[src/rtl/rate_pkg.sv]
// Shared rate-select encodings, detector state encoding and class-to-half-period mapping.
package rate_pkg;

  typedef enum logic [1:0] {
    ST_IDLE   = 2'd0,
    ST_ARMED  = 2'd1,
    ST_LOCKED = 2'd2
  } rate_state_e;

  typedef enum logic [1:0] {
    SEL_DIV1 = 2'b00,
    SEL_DIV2 = 2'b01,
    SEL_DIV4 = 2'b10,
    SEL_DIV8 = 2'b11
  } rate_sel_e;

  localparam int unsigned NUM_CLASSES = 4;

  function automatic int unsigned nominal_half(input int unsigned base, input rate_sel_e sel);
    return base >> sel;
  endfunction

  function automatic int unsigned half_tol(input int unsigned base, input rate_sel_e sel,
                                           input int unsigned tol_shift);
    return nominal_half(base, sel) >> tol_shift;
  endfunction

endpackage

[src/rtl/edge_sync.sv]
// Input conditioning for rate_detector: optional 2-flop synchronizer (RATE_DETECTOR_SYNC_EN)
// followed by a previous-value register; flags any level change as an edge.
module edge_sync (
  input  logic clock,
  input  logic reset,
  input  logic sig_in,
  output logic sig_edge
);

  logic level;
  logic prev;

`ifdef RATE_DETECTOR_SYNC_EN
  logic [1:0] sync_q;

  always_ff @(posedge clock) begin
    if (reset) sync_q <= '0;
    else       sync_q <= {sync_q[0], sig_in};
  end

  assign level = sync_q[1];
`else
  assign level = sig_in;
`endif

  always_ff @(posedge clock) begin
    if (reset) prev <= 1'b0;
    else       prev <= level;
  end

  assign sig_edge = level ^ prev;

endmodule

[src/rtl/rate_detector.sv]
// Measures the half-period of sig_in and locks onto one of four rate classes after CONFIRM
// consecutive matching intervals. Optional input synchronizer: RATE_DETECTOR_SYNC_EN.
module rate_detector
  import rate_pkg::*;
#(
  parameter int unsigned BASE_HALF = 50000000,
  parameter int unsigned TOL_SHIFT = 4,
  parameter int unsigned CONFIRM   = 2,
  parameter int unsigned CNT_W     = 26
) (
  input  logic       clock,
  input  logic       reset,
  input  logic       sig_in,
  output logic [1:0] select,
  output logic       valid,
  output logic       match_pulse,
  output logic       lost
);

  localparam logic [CNT_W-1:0] TIMEOUT =
    CNT_W'(nominal_half(BASE_HALF, SEL_DIV1) + half_tol(BASE_HALF, SEL_DIV1, TOL_SHIFT));
  localparam logic [1:0] CONFIRM_HITS = 2'(CONFIRM);

  logic             sig_edge;
  logic [CNT_W-1:0] cnt;
  rate_state_e      state, state_d;
  logic [1:0]       hits, hits_d;
  rate_sel_e        cls, cls_d;
  rate_sel_e        sel_q, sel_d;
  logic             match_d, lost_d;
  logic             hit;
  rate_sel_e        hit_cls;
  logic             timeout;

  edge_sync u_edge_sync (
    .clock    (clock),
    .reset    (reset),
    .sig_in   (sig_in),
    .sig_edge (sig_edge)
  );

  // Inclusive windows; classes cannot overlap for TOL_SHIFT >= 2, so at most one hits.
  always_comb begin
    hit     = 1'b0;
    hit_cls = SEL_DIV1;
    for (int unsigned k = 0; k < NUM_CLASSES; k++) begin
      if (cnt >= CNT_W'(nominal_half(BASE_HALF, rate_sel_e'(k[1:0]))
                        - half_tol(BASE_HALF, rate_sel_e'(k[1:0]), TOL_SHIFT)) &&
          cnt <= CNT_W'(nominal_half(BASE_HALF, rate_sel_e'(k[1:0]))
                        + half_tol(BASE_HALF, rate_sel_e'(k[1:0]), TOL_SHIFT))) begin
        hit     = 1'b1;
        hit_cls = rate_sel_e'(k[1:0]);
      end
    end
  end

  assign timeout = (cnt == TIMEOUT);

  always_comb begin
    state_d = state;
    hits_d  = hits;
    cls_d   = cls;
    sel_d   = sel_q;
    match_d = 1'b0;
    lost_d  = 1'b0;
    case (state)
      ST_IDLE: begin
        if (sig_edge) begin
          state_d = ST_ARMED;
          hits_d  = '0;
        end
      end
      ST_ARMED: begin
        if (sig_edge) begin
          if (!hit) begin
            hits_d = '0;
          end else begin
            hits_d = (hit_cls == cls) ? hits + 2'd1 : 2'd1;
            cls_d  = hit_cls;
            if (hits_d >= CONFIRM_HITS) begin
              state_d = ST_LOCKED;
              sel_d   = hit_cls;
            end
          end
        end else if (timeout) begin
          state_d = ST_IDLE;
          hits_d  = '0;
        end
      end
      ST_LOCKED: begin
        if (sig_edge) begin
          if (hit && hit_cls == sel_q) begin
            match_d = 1'b1;
          end else begin
            state_d = ST_ARMED;
            lost_d  = 1'b1;
            hits_d  = hit ? 2'd1 : 2'd0;
            cls_d   = hit_cls;
          end
        end else if (timeout) begin
          state_d = ST_IDLE;
          lost_d  = 1'b1;
          hits_d  = '0;
        end
      end
      default: state_d = ST_IDLE;
    endcase
  end

  always_ff @(posedge clock) begin
    if (reset) begin
      state       <= ST_IDLE;
      cnt         <= '0;
      hits        <= '0;
      cls         <= SEL_DIV1;
      sel_q       <= SEL_DIV1;
      valid       <= 1'b0;
      match_pulse <= 1'b0;
      lost        <= 1'b0;
    end else begin
      state       <= state_d;
      hits        <= hits_d;
      cls         <= cls_d;
      sel_q       <= sel_d;
      valid       <= (state_d == ST_LOCKED);
      match_pulse <= match_d;
      lost        <= lost_d;
      if (state_d == ST_IDLE) cnt <= '0;
      else if (sig_edge)      cnt <= CNT_W'(1);
      else                    cnt <= cnt + 1'b1;
    end
  end

  assign select = sel_q;

endmodule

[config.mk]
export PLATFORM = sky130hd
export DESIGN_NAME = rate_detector
export DESIGN_NICKNAME = d
export VERILOG_FILES = /design/src/rtl/rate_pkg.sv /design/src/rtl/edge_sync.sv /design/src/rtl/rate_detector.sv
export SDC_FILE = /design/constraint.sdc
export NUM_CORES = 1
export LEC_CHECK = 0
export CAP_MARGIN = 20
export CORE_ASPECT_RATIO = 1.1
export CORE_MARGIN = 5
export CORE_UTILIZATION = 45
export DETAILED_ROUTE_END_ITERATION = 12
export SLEW_MARGIN = 20
export SYNTH_ARGS = -nofsm -noshare
export SYNTH_HDL_FRONTEND = slang
export SYNTH_HIERARCHICAL = 1
export SYNTH_SLANG_ARGS = --single-unit
[constraint.sdc]
create_clock -name clock -period 3.35 [get_ports clock]
set_clock_uncertainty 0.15 [all_clocks]
set_input_delay 0.67 -clock clock [delete_from_list [all_inputs] [get_ports clock]]
set_output_delay 0.67 -clock clock [all_outputs]
set_load 0.005 [all_outputs]
### Word level (Yosys, flattened, before mapping)

Cells that the tools add are included.
Widths: inputs -> output; s select.

* register bits: 38
* logic and storage cells: 86

* add/subtract/negate cells: 2
* $lt $le $gt $ge: 9
* equality and inequality tests: 12
* muxes and demuxes: 34
* bitwise gates (word level): 3
* reductions and logical operators: 16

Operators with widths (number)
* $mux 2: 20
* $add 26x1->26 const B: 1
* $eq 26x26->1 const B: 1
* $ge 26x23->1 const B: 1
* $ge 26x24->1 const B: 1
* $ge 26x25->1 const B: 1
* $ge 26x26->1 const B: 1
* $le 26x23->1 const B: 1
* $le 26x24->1 const B: 1
* $le 26x25->1 const B: 1
* $le 26x26->1 const B: 1
* $pmux 2 s3: 2
* $mux 1: 11
* $ne 2x2->1 const B: 5
* $reduce_or 3->1: 2
* $logic_and 1x1->1: 5
* $reduce_and 5->1: 1
* $eq 2x2->1: 2
* $eq 2x2->1 const B: 2
* $logic_not 2->1: 2
* $pmux 2 s2: 1
* $reduce_and 4->1: 1
* $reduce_or 2->1: 2
* $ne 3x3->1 const B: 1
* other kinds (8): 9

### Logic depth before layout (Yosys ltp)

* depth in word-level cells: 14
* mapped depth: 13
* gate-level depth less buffers: 10

### Cells and area by module

The synthesis kept the hierarchy.

By module, submodules not included
* rate_detector: instances 1, cells each 367, area an instance 2890.3 µm², sequential area each 740.7 µm²
* edge_sync: instances 1, cells each 3, area an instance 35.0 µm², sequential area each 20.0 µm²

### Least setup slack after synthesis

OpenSTA, ideal clock, no wires.

* path kind: flip-flop to flip-flop
* start: reg cnt[8]
* end: reg cnt[1]
* arrival: 2.858 ns
* data required time: 3.065 ns
* setup slack: 0.208 ns
* stages on the path, launching flop included: 13
* buffers on the path: 3
* clock period less this slack: 3.142 ns
* cells stage by stage: dfxtp_1 clkbuf_2 nand4_4 nor3b_2 nand2_1 o311a_1 or4_1 a2bb2oi_2 and4_1 buf_6 a211oi_4 buf_6 a211oi_1

* word-level cells in the longest chain between the ends: 14

Ends and longest elaborated chain
* from (decl): RTL line rate_detector.sv:25 `logic [CNT_W-1:0] cnt;`
* from (signal assigned): RTL line rate_detector.sv:130 `else cnt <= cnt + 1'b1;`
* $ge 26x25->1 or $le 26x25->1 (tied branches): RTL line rate_detector.sv:47, rate_detector.sv:49
* $logic_and 1x1->1: RTL line rate_detector.sv:48 `- half_tol(BASE_HALF, rate_sel_e'(k[1:0]), TOL_SHIFT)) &&`
* $mux 1: RTL line rate_detector.sv:47 `if (cnt >= CNT_W'(nominal_half(BASE_HALF, rate_sel_e'(k[1:0]))`
* $mux 2 (2 in a row): RTL line rate_detector.sv:47
* $eq 2x2->1: RTL line rate_detector.sv:78 `hits_d = (hit_cls == cls) ? hits + 2'd1 : 2'd1;`
* $mux 2: RTL line rate_detector.sv:78
* $ge 2x2->1: RTL line rate_detector.sv:80 `if (hits_d >= CONFIRM_HITS) begin`
* $mux 2: RTL line rate_detector.sv:80
* $mux 2: RTL line rate_detector.sv:75 `if (!hit) begin`
* $mux 2: RTL line rate_detector.sv:74 `if (sig_edge) begin`
* $pmux 2 s3 (*): RTL line rate_detector.sv:66 `case (state)`
* $logic_not 2->1 (*): RTL line rate_detector.sv:128 `if (state_d == ST_IDLE) cnt <= '0;`
* $reduce_or 3->1 (no source line) (*)

Every way passes the cells marked *; elsewhere a longest branch is shown, timed or not.
A chain may end at the register's enable or synchronous reset.

### Final worst setup path

* start: reg cnt[8]
* end: reg cnt[23]

* word-level cells in the longest chain between the ends: 14

Ends and longest elaborated chain (RTL line)
* $ge 26x25->1 or $le 26x25->1 (tied branches): rate_detector.sv:47, rate_detector.sv:49
* $logic_and 1x1->1: rate_detector.sv:48
* $mux 1: rate_detector.sv:47
* $mux 2 (2 in a row): rate_detector.sv:47
* $eq 2x2->1: rate_detector.sv:78
* $mux 2: rate_detector.sv:78
* $ge 2x2->1: rate_detector.sv:80
* $mux 2: rate_detector.sv:80
* $mux 2: rate_detector.sv:75
* $mux 2: rate_detector.sv:74
* $pmux 2 s3: rate_detector.sv:66
* $logic_not 2->1: rate_detector.sv:128
* $reduce_or 3->1 (no source line)

Parallel ways exist; a longest one is shown, timed or not.

==> reports/qor.csv <==
metric,value,unit
status,finished clean,
muxShareOfSynthArea,0,%
grt_pass1_wl,14.32,mm
start_kind,flop,
slowest_stage,or4_1,
htreeDepth,2,
die_w,86.88,um
grtUsageMet2,34.30,%
synthSimpleGateAreaFrac,29.38,%
synthesis.area,2925,um^2
drc,0,
power_density,301.3,nW/um^2
busiest_layer,met2,
setup_viol,0,
crit_path_max_fanout,28,
synth_top_family_by_area,simple AND/OR/NAND/NOR gates,
synthesis.nets,381,
grt_pass1_vias,2846,
grt_util_met1,30.52,%
cp_num_buf_inv,1,
vias,2933,
post_drt_wl_per_cell,17.60,um
crit_family,simple AND/OR/NAND/NOR gates,
fin_cells,480,
insertion_delay,0.30,ns
nets,410,
hold_path_class,reg -> reg,
wirelength,8.446,mm
areaGrowthSynthToFinish,21.34,%
critPathCaptureType,flop,
p_clk_share,45.1,%
p_leak,1.291,nW
grtUsageTotal,21.97,%
postLayoutCoreUtil,56.97,%
p_int,0.8045,mW
core_area,6231,um^2
clock_path_buffers,2,
place_inst,472,
synth_seq_area_share,26.01,%
power_switching,0.2650,mW
rsz0062_at_grt,true,
power.total,1.070,mW
io_buffers,7,
crit_required,3.34,ns
maxCapViolCount,0,
antenna_found_initial,0,
root_buffer,clkbuf_8,
place_congestion,0.9148,
drive_gt1_share,22.75,%
nFillCells,604,
ant_nets,0,
finalHoldViolCount,0,
max_stage_delay,0.56,ns
ff_latch_area,778.2,um^2
antenna_cells,0,
grt_util_met3,3.578,%
relSlewSlack,42.36,%
final_cell_area,3550,um^2
dr.pass1.iters,4,
cts_sinks,38,
multi_input_area,2006,um^2
synth_xor_xnor_area_share,8.383,%
cts.clk_slew.worst_paths,0.08,ns
ios,8,
num_rows,30,
timing_worst_slew_pin_value,0.8637,ns
seqPwrFrac,43.3,%
die_area,8215,um^2
synth_edf_count,0,
drt_iter0_drc,212,
die_h,94.56,um
swShare,24.78,%
period_share,96.53,%
synthCells,370,
synth_flop_cell,dfxtp_1,
critical_path_arrival,3.22,ns
grt_max_degree,29,
ys_async_sr_fraction,0,%
grt-ovfl-total,0,
ys_warn_count,6,
avgSynthCellArea,7.906,um^2
finalSetupTns,0,ns
synth-seq-cells,38,
synthAdderAreaFrac,3.422,%
synth_compound_area_share,25.06,%
post_dp_cell_area,3334,um^2
hpwl,6.225,mm
initial_utilization,46.95,%
cts_tree,yes,
cts_inserted_buffers,5,
post_drt_via_cell_ratio,6.110,
synth.distinct_cells,70,
clock.fmax,0.3092,GHz
path_class,reg -> reg,
final.min_clock_period,3.234,ns
crit_chain,nand4_4 > nor3b_4 > nand2_1 > o311a_1 > or4_1 > a2bb2oi_4 > and4_1 > a211oi_4 > buf_12 > a211oi_1,
vdd_drop_max,0.1965,mV
slew_viol_final,0,
combinationalPowerShare,11.6,%
final timing paths:
check / startpoint / to / slack (ns) / cells after the start
setup reg to reg: cnt[8] / cnt[23] / 0.12 / 10
hold / removal: hits[1] / hits[1] / 0.34 / 2
setup / recovery: cnt[8] / cnt[23] / 0.12 / 10
hold reg to reg: hits[1] / hits[1] / 0.34 / 2
metrics by stage:
stage	hold WS [ns]	setup WS [ns]
finish	0.3431	0.1162
global route	0.3920	-0.02155
CTS	0.3386	0.03653
detailed placement	0.3261	0.06386
global placement	0.3276	0.05428
floorplan	0.3110	0.2075
layout make-up:
type	count	share of cell area (%)
Clock buffer	5	1.939
Clock inverter	3	1.939
Inverter	14	1.480
Multi-Input combinational cell	284	56.50
Sequential cell	38	21.92
Tap cell	80	2.820
Timing Repair Buffer	56	13.39
cells by family after synthesis:
family	after synthesis
simple gates	148
compound gates	100
flops	38
buf+inv	48
fa+ha+maj	8
xor+xnor	28
cells in the mapped netlist, types with 2 or more instances:
library cell / count / area, um^2
or3_1: 3 / 18.77
xnor2_1: 15 / 131.4
o41ai_1: 2 / 17.52
a311oi_1: 3 / 26.28
dfxtp_1: 38 / 760.7
a31oi_1: 4 / 25.02
inv_1: 14 / 52.55
nor4_1: 7 / 43.79
clkbuf_1: 17 / 63.81
a211o_1: 2 / 17.52
nor4bb_1: 2 / 20.02
nor2b_1: 5 / 31.28
ha_1: 8 / 100.1
or2_2: 2 / 12.51
nand3_1: 15 / 75.07
and4b_1: 3 / 30.03
nor2_1: 32 / 120.1
nor3b_1: 3 / 22.52
buf_2: 12 / 60.06
nand4b_1: 5 / 43.79
a211oi_1: 30 / 225.2
nand2_1: 26 / 97.59
and4_1: 3 / 26.28
a21oi_1: 16 / 80.08
or3b_1: 2 / 17.52
buf_6: 4 / 45.04
a31o_2: 2 / 17.52
xor2_1: 13 / 113.9
and3_1: 4 / 25.02
o211ai_1: 5 / 37.54
nand4_1: 10 / 62.56
and2_1: 4 / 25.02
nor3_1: 5 / 25.02
o21ai_0: 14 / 70.07
nor4b_1: 4 / 35.03
a2111oi_0: 2 / 17.52
flip-flops by register name, summed over array words and instances, names as in the netlist:
| signal | cells |
|---|---|
| cnt | 26 |
| cls | 2 |
| hits | 2 |
| select | 2 |
| state | 2 |
| lost | 1 |
| match_pulse | 1 |
| u_edge_sync/prev | 1 |
| valid | 1 |
worst min-delay path, stage by stage, from the launching register on:
cell and delay, ns:
dfxtp_1 0.32, o21ai_0 0.07, a21oi_1 0.06
layout by cell type, fill, tap and decap left out, types with 3 or more instances in the layout:
master            n
clkdlybuf4s50_1   7
nor3_1            5
nand3_1          15
dfxtp_1          26
and4b_1           3
buf_4            46
nor2b_1           5
a211oi_1         30
or3_1             3
buf_12            3
a21oi_1          16
and3_1            4
xor2_1           13
and4_1            3
o21ai_0          14
nor2_1           32
nor4_1            7
nor3b_1           3
nand2_1          26
ha_1              8
inv_1            14
nand4b_1          5
a311oi_1          3
dfxtp_2          11
and2_1            4
a31oi_1           4
nand4_1          10
xnor2_1          14
o211ai_1          5
clkbuf_8          5
what timing repair did:
action,4_1_cts,5_1_grt
hold buffers,0,0
buffers inserted,0,0
gates resized for setup,0,22
hold endpoints to repair,0,0
setup endpoints to repair,0,30
routing by layer:
layer	routed length, um	up-vias	share of wire, %
met3	308	23	3.6
met4	200	0	2.4
li1	-	1435	-
met5	0	-	0
met1	3994	1410	47
met2	3943	65	47
power by group through the flow:
stage                     Sequential, mW  Clock, mW  Combinational, mW
after floorplan                    0.475          0             0.0671
after global placement             0.475          0              0.122
after detailed placement           0.475          0              0.123
after CTS                          0.464      0.498              0.123
after global routing               0.464      0.517              0.136
final                              0.463      0.482              0.124
(Power assumes the default switching activity.)
